**config.mk**
```make
export PLATFORM = sky130hd
export DESIGN_NAME = pipe_stage_reg
export DESIGN_NICKNAME = d
export VERILOG_FILES = /design/src/rtl/pipe_stage_reg.sv
export SDC_FILE = /design/constraint.sdc
export NUM_CORES = 1
export LEC_CHECK = 0
export CORE_AREA = 2 2 202 204
export DETAILED_ROUTE_END_ITERATION = 8
export DIE_AREA = 0 0 204 206
export HOLD_SLACK_MARGIN = 0.1
export PLACE_DENSITY = 0.53
export SLEW_MARGIN = 15
export SYNTH_ARGS = -nofsm -noshare
export SYNTH_HDL_FRONTEND = slang
export SYNTH_SLANG_ARGS = --single-unit
```
**constraint.sdc**
```tcl
create_clock -name clock -period 16.8 [get_ports clock]
set_input_delay 4.2 -clock clock [delete_from_list [all_inputs] [get_ports clock]]
set_output_delay 4.2 -clock clock [all_outputs]
set_load 0.005 [all_outputs]
```
**src/rtl/pipe_stage_reg.sv**
```systemverilog
// Parametrised inter-stage pipeline register with valid bit, hold, bubble, flush,
// selectable capture edge and saturating stall/bubble event counters.
module pipe_stage_reg #(
  parameter int                CTRL_W   = 16,
  parameter int                DATA_W   = 224,
  parameter logic [CTRL_W-1:0] CTRL_NOP = '0,
  parameter bit                NEG_EDGE = 1'b1,
  parameter int                CNT_W    = 16
) (
  input  logic              clock,
  input  logic              reset,
  input  logic              stall_in,
  input  logic              bubble_in,
  input  logic              flush_in,
  input  logic              cnt_clr,
  input  logic              valid_in,
  input  logic [CTRL_W-1:0] ctrl_in,
  input  logic [DATA_W-1:0] data_in,
  output logic              valid_out,
  output logic [CTRL_W-1:0] ctrl_out,
  output logic [DATA_W-1:0] data_out,
  output logic              held_out,
  output logic [CNT_W-1:0]  stall_cnt,
  output logic [CNT_W-1:0]  bubble_cnt
);

  localparam logic [1:0] ST_EMPTY  = 2'd0;
  localparam logic [1:0] ST_LOADED = 2'd1;
  localparam logic [1:0] ST_HOLD   = 2'd2;

  localparam logic [CNT_W-1:0] CNT_MAX = '1;
  localparam logic [CNT_W-1:0] CNT_ONE = CNT_W'(1);

  logic              w_captureClk;
  logic [1:0]        r_state;
  logic              r_valid;
  logic [CTRL_W-1:0] r_ctrl;
  logic [DATA_W-1:0] r_data;
  logic [CNT_W-1:0]  r_stallCnt;
  logic [CNT_W-1:0]  r_bubbleCnt;

  logic [1:0]        w_stateNext;
  logic              w_validNext;
  logic [CTRL_W-1:0] w_ctrlNext;
  logic [DATA_W-1:0] w_dataNext;
  logic [CNT_W-1:0]  w_stallCntNext;
  logic [CNT_W-1:0]  w_bubbleCntNext;

  // The parameter folds this to either a plain clock or an inverted one.
  assign w_captureClk = NEG_EDGE ? ~clock : clock;

  always_comb begin
    w_stateNext     = r_state;
    w_validNext     = r_valid;
    w_ctrlNext      = r_ctrl;
    w_dataNext      = r_data;
    w_stallCntNext  = r_stallCnt;
    w_bubbleCntNext = r_bubbleCnt;

    if (flush_in) begin
      w_validNext = 1'b0;
      w_ctrlNext  = CTRL_NOP;
      w_stateNext = ST_EMPTY;
    end else if (stall_in) begin
      w_stateNext = ST_HOLD;
      if (r_stallCnt != CNT_MAX) begin
        w_stallCntNext = r_stallCnt + CNT_ONE;
      end
    end else if (bubble_in) begin
      w_validNext = 1'b0;
      w_ctrlNext  = CTRL_NOP;
      w_dataNext  = data_in;
      w_stateNext = ST_EMPTY;
      if (r_bubbleCnt != CNT_MAX) begin
        w_bubbleCntNext = r_bubbleCnt + CNT_ONE;
      end
    end else begin
      w_validNext = valid_in;
      w_ctrlNext  = valid_in ? ctrl_in : CTRL_NOP;
      w_dataNext  = data_in;
      w_stateNext = valid_in ? ST_LOADED : ST_EMPTY;
    end

    // A clear overrides any increment decided above on the same edge.
    if (cnt_clr) begin
      w_stallCntNext  = '0;
      w_bubbleCntNext = '0;
    end
  end

  always_ff @(posedge w_captureClk or posedge reset) begin
    if (reset) begin
      r_state     <= ST_EMPTY;
      r_valid     <= 1'b0;
      r_ctrl      <= CTRL_NOP;
      r_data      <= '0;
      r_stallCnt  <= '0;
      r_bubbleCnt <= '0;
    end else begin
      r_state     <= w_stateNext;
      r_valid     <= w_validNext;
      r_ctrl      <= w_ctrlNext;
      r_data      <= w_dataNext;
      r_stallCnt  <= w_stallCntNext;
      r_bubbleCnt <= w_bubbleCntNext;
    end
  end

  assign valid_out  = r_valid;
  assign ctrl_out   = r_ctrl;
  assign data_out   = r_data;
  assign held_out   = (r_state == ST_HOLD);
  assign stall_cnt  = r_stallCnt;
  assign bubble_cnt = r_bubbleCnt;

endmodule

```
[Word-level counts from Yosys, hierarchy flattened]
Cells that the tools add are included.
Operators by class
  add/subtract/negate cells: 2
  eq/ne operators: 6
  multiplexer cells: 20
  bitwise gates (word level): 2
  reduce and logical (&&, ||, !) cells: 7
Operators by type and width (count)
  2-to-1 mux 16 bit: 13
  adder 16 x 1 -> 16 bit (second input constant): 2
  != test 16 bit (second input constant): 2
  nonzero test 2 bit: 4
  != test 2 x 1 -> 1 bit (second input constant): 3
  2-to-1 mux 1 bit: 5
  2-to-1 mux 2 bit: 2
  AND reduction 4 bit: 1
  AND reduction 3 bit: 1
  == test 2 bit (second input constant): 1
  NOT 1 bit: 2
  AND reduction 2 bit: 1
Word-level totals
  register bits after elaboration: 275
  input bits: 247
  output and inout port bits: 274
  word-level logic and storage cells: 43

[Longest topological paths before layout]
  depth after elaboration: 6
  gate-level depth with buffers: 6
  depth with buffers taken out: 5

==> impl_results.md <==
- Critical path required time: 12.60 ns
- Gr busiest metal: met2
- RSZ-0062 raised after global routing: no
- Worst Hold Path Cells: 1
- Post-synthesis xor/xnor area fraction: 0.000810
- Final Non-Filler Cells: 1795
- Worst Path Max Fanout: 8
- Cts bufs inserted: 34
- First-pass GRT wire length: around 50000 µm
- Met3 usage in global routing: 0.0514
- Slowest CP cell: dfrtn_1
- Multi-input logic area: 3750 µm²
- Fraction of registers with async set/reset: 1.00
- Worst skew pair latency: around 0.52 ns
- Hold_sp: valid_out$_DFFE_NP0N_
- Worst setup SP type: register
- CTS resizes: 0
- Register Area: ~6900 µm²
- Vias post-DR: approximately 8000
- Drt wl/cell: 19.1 µm
- Half-perimeter wire length after placement: between 20000 and 25000 µm
- ANT cells: 0
- Synth Area in Adders: 0.00231
- Syn Area/Cell: 15.2 µm²
- Main combinational cell family by area after synthesis: multiplexers
- Ys Warns: 0
- Final Max Slew Viols: 0
- Delay-heaviest family, CP: flip-flops
- Hold EP: valid_out$_DFFE_NP0N_
- CTS Sinks: 275
- Synth Area in Compound Gates: 0.0448
- GR Util met2: 0.267
- Routed Antenna Nets: 0
- IO Pins: 521
- Critical path class: reg -> out
- Number of synthesized register bits: approximately 280
- Initial antenna violation count: 0
- Mux contribution to synthesized area: 0.240
- Ys flop type: dfrtn_1
- GRT overflow: 0
- Synthesis-to-finish area growth: 63.4%
- Final total power: 1.85 mW
- Die span in y: 206 µm
- Pwr/cell area: 105 nW/µm²
- Gr usage total: 0.155
- R2r worst-path depth: 5
- CTS tree: built
- Die width: between 200 and 250 µm
- Largest net degree at the start of global routing: 166
- Hold/Removal Path Class: reg -> reg
- Yosys top cell area share: 0.637
- CTS Hold Bufs: 0
- Vias per Instance: 4.45
- Placer Congestion: 0.756
- Mapped Nets: 960
- Fillers: between 3000 and 4000
- Initial Util: 0.269
- Least-Margin Pin Slew: 0.999 ns
- Synth top cells by count: 275 x dfrtn_1, 229 x mux2_2, 19 x buf_2, 17 x a21oi_1, 17 x nand2_1
- FF-to-FF End: bubble_cnt[15]$_DFFE_NP0P_
- Crit path launch: stall_cnt[7]$_DFFE_NP0P_
- Initial drt markers: ~430
- CP max stage delay: around 0.61 ns
- Final Cell Area: 17700 µm²
- Fin Clk Skew: 0.00496 ns
- Post-CTS Setup Repair Bufs: 0
- R2R Path Start: bubble_cnt[0]$_DFFE_NP0P_
- Synth area leader: dfrtn_1
- Max cap viols: 0
- CP cell instances: clkdlybuf4s50_1
- Fin Setup TNS: 0 ns
- Vias in the first global route: 8190
- P_leak: 7.11 nW
- Final Hold Fails: 0
- Outcome: finished, final reports clean
- Synth Cell Area: 10800 µm²
- Rel. slew slack: 0.334
- Residual DRC: 0
- GR Layer Usage met1: 0.183
- Post-Syn Instances: 711
- Most common cell in the synthesized netlist: dfrtn_1
- Worst vdd ir: 59.6 µV
- CP Buf/Inv Count: 1
- Die ar.: 42000 µm²
- Crit path depth: 1
- Reg2reg setup slack: about 15 ns
- Core area: ~40000 µm²
- Placed Cells: 1736
- Synth Area in Simple Gates: 0.0583
- Clock-pin slew on the worst setup and hold paths: 0.04 ns
- Critical Path End Type: primary output
- Number of synthesized flops with an enable pin: 0
- Placed Area: around 17000 µm²
- Final #Nets: 1489
- Arrival @ worst endpoint: 10.14 ns
- First-pass iteration count of the detailed router: 5
- IO buf count: 520
- Routed WL: 34200 µm
- Clock Path Buffers: 3
- Layout cells sized above 1: 0.236
- Post-synth cell types: 49
- Seq/Total Area, Yosys: 0.637
- CTS H-tree depth: 2
- Root Driver: clkbuf_16
- Top cells by area, synth: dfrtn_1 64%, mux2_2 24%, a22o_1 1.3%
- Rows: 74
- Final Setup Violations: 0
## worst max path at each step
stage,endpoint
final,stall_cnt[7]
after global routing,stall_cnt[7]
after CTS,stall_cnt[7]
after detailed placement,stall_cnt[13]$_DFFE_NP0P_
after global placement,stall_cnt[13]$_DFFE_NP0P_
after floorplan,bubble_cnt[0]$_DFFE_NP0P_
## routing by layer
layer / vias to the layer above / part of all wire
li1: 3671 / -
met1: 3996 / 0.39
met2: 292 / 0.51
met3: 34 / 0.081
met4: 0 / 0.017
met5: - / 0
## cell families (layout without fill, tap and decap cells)
| group | count (synthesis) | in the layout |
|---|---|---|
| muxes | 231 | 231 |
| adders and majority gates | 2 | 2 |
| AOI/OAI and AO/OA | 68 | 68 |
| DFF | 275 | 275 |
| and+or+nand+nor | 93 | 93 |
| buffers and inverters | 41 | 593 |
| xor gates and xnor gates | 1 | 1 |
## registers in the layout, indices dropped and copies added (netlist names)
register    flops
bubble_cnt     16
ctrl_out       16
valid_out       1
stall_cnt      16
data_out      224
r_state         2
## cells in the final DEF, fill, tap and decap left out, drive strengths merged, types with 6 or more instances in the layout
master / n
or3: 8
clkdlybuf4s50: 520
a21oi: 17
dfrtn: 275
nor2b: 7
nand2: 17
o21ai: 10
o31ai: 8
inv: 9
or4: 9
nand4: 11
nand3: 9
a22o: 16
mux2: 230
clkbuf: 52
buf: 6
nor2: 10
## where the power goes
group | switching, mW | internal (mW)
Clock | 0.284 | 0.406
Combinational | 0.114 | 0.253
Sequential | 0.0404 | 0.754
## metrics by stage
stage / worst slack [ns] / hold WS [ns] / util
after floorplan: 0.716 / 0.434 / -
after global placement: 2.03 / 0.429 / 0.414
after detailed placement: 2.00 / 0.433 / 0.414
after CTS: 2.41 / 0.433 / 0.440
after global routing: 2.38 / 0.452 / 0.440
final: 2.46 / 0.432 / 0.440
## layout make-up
type / count / area share
flip-flops and latches: 275 / 0.390
repair buffers: 526 / 0.300
multi-input cells: 395 / 0.212
clock buffers: 52 / 0.0560
well taps: 532 / 0.0377
clock inverters: 7 / 0.00241
inverters: 8 / 0.00191
Note: power is estimated with default switching activity, not from simulation.
==> variant (same flow settings) <==
The parameter `CTRL_W` goes from 16 to 14.
--- a/src/rtl/pipe_stage_reg.sv
+++ b/src/rtl/pipe_stage_reg.sv
@@ -1,7 +1,7 @@
 // Parametrised inter-stage pipeline register with valid bit, hold, bubble, flush,
 // selectable capture edge and saturating stall/bubble event counters.
 module pipe_stage_reg #(
-  parameter int                CTRL_W   = 16,
+  parameter int                CTRL_W   = 14,
   parameter int                DATA_W   = 224,
   parameter logic [CTRL_W-1:0] CTRL_NOP = '0,
   parameter bit                NEG_EDGE = 1'b1,
Ports: changed (resized ctrl_in and ctrl_out); port bits go from 521 to 517. No check against the original RTL was run, so the function may have changed too.
==> variant against the original RTL <==
Core utilization is 0.26 points lower. Wire length is 0.61% lower. Design area is 0.60% lower. Hold slack better by 0.0043 ns. Worst setup slack worse by 0.026 ns. Power is 2.4% higher. Area after synthesis is 1.7% lower. Sequential cell count is 2 lower. Via count is 1.1% lower.
==> variant: results (changes against the original RTL) <==
.. list-table::
   :header-rows: 1

   * - Metric
     - Value
   * - PortBufs
     - 516 (-0.77%)
   * - Worst slew margin
     - 28.3% (-5.1 points)
   * - Outcome
     - finished clean
   * - Total vias in the final route
     - 7902 (-1.1%)
   * - Proportion of power drawn by combinational gates
     - 19.3% (-0.5 points)
   * - Count of routing violations after the opening detailed-route iteration
     - 285 (-34%)
   * - Power dissipated by switching net loads
     - 443 uW (+1.3%)
   * - Launch point of the worst reg-to-reg path
     - stall_cnt[0]
   * - Share of final-layout standard cells stronger than drive strength 1
     - 23.6% (-0.028 points)
   * - Sum of met2 wire segment lengths after detailed routing
     - 17.0 mm (-2.8%)
   * - Largest delay share family, worst path
     - simple AND/OR/NAND/NOR gates
   * - Routability Congestion
     - 0.735 (-2.8%)
   * - First-pass GRT wire length
     - 49.9 mm (about the same)
   * - Sequential share of the synthesized area
     - 64.3% (+0.62 points)
   * - # clk buffers
     - 57 (+9.6%)
   * - Static leakage
     - 0.00702 uW (-1.3%)
   * - Area occupied by registers
     - 6830 um^2 (-0.73%)
   * - Signal buffers share of area
     - 29.9% (-0.075 points)
   * - Proportion of cell area spent on the clock network
     - 6.48% (+0.63 points)
   * - Global-route met3 utilization
     - 5.57% (+0.43 points)
   * - R2r endpoint
     - stall_cnt[5]
   * - Antenna violations before repair
     - 1 (+1)
   * - Crit path max-delay cell type
     - clkdlybuf4s50_1
   * - Synth area leaders
     - dfrtn_1, mux2_2, a21oi_1
   * - Wire length on met3
     - 2.96 mm (+6.8%)
   * - Arrival time at the worst endpoint
     - 6.34 ns (-3.80 ns)
   * - Routed WL per cell
     - 19.0 um (-0.22%)
   * - Start point of the critical path
     - stall_in
   * - Met1 capacity usage during global routing
     - 18.6% (+0.24 points)
   * - HPWL after detailed placement
     - 24.3 mm (-0.69%)
   * - Area of combinational cells with multiple inputs
     - 3650 um^2 (-2.5%)
   * - Max stage delay on crit path
     - 0.55 ns (-0.06 ns)
   * - Count of fill cells added during filler insertion
     - 3768 (+0.61%)
variant: cell count changes in the layout (fill, tap and decap cells not counted), moves of 5 or more:
cell	before	now
a21oi_1	17	25
clkbuf_8	5	11
inv_1	6	0
o41ai_1	5	0
or3_1	8	16
variant: logic make-up (layout without fill, tap and decap cells):
family / count (synthesis) / after routing / synth area share [%]
AO/OA/AOI/OAI: 66 / 66 / 3.94
XOR/XNOR: 1 / 1 / 0.0824
adder cells (fa/ha/maj): 2 / 2 / 0.235
buffers and inverters: 38 / 586 / 1.57
flip-flops: 273 / 273 / 64.3
multiplexers: 230 / 230 / 24.4
AND/OR/NAND/NOR: 98 / 98 / 5.54
variant: metrics by stage:
step                utilization (%)  hold slack, ns  instance area, um^2  instances  power (uW)
floorplan                         -           0.435                10600        708         907
global placement               40.8           0.423                16400       1727        1170
detailed placement             40.8           0.439                16400       1727        1170
CTS                            43.7           0.443                17500       1788        1930
global route                   43.7           0.461                17600       1788        1990
finish                         43.7           0.437                17600       1788        1890
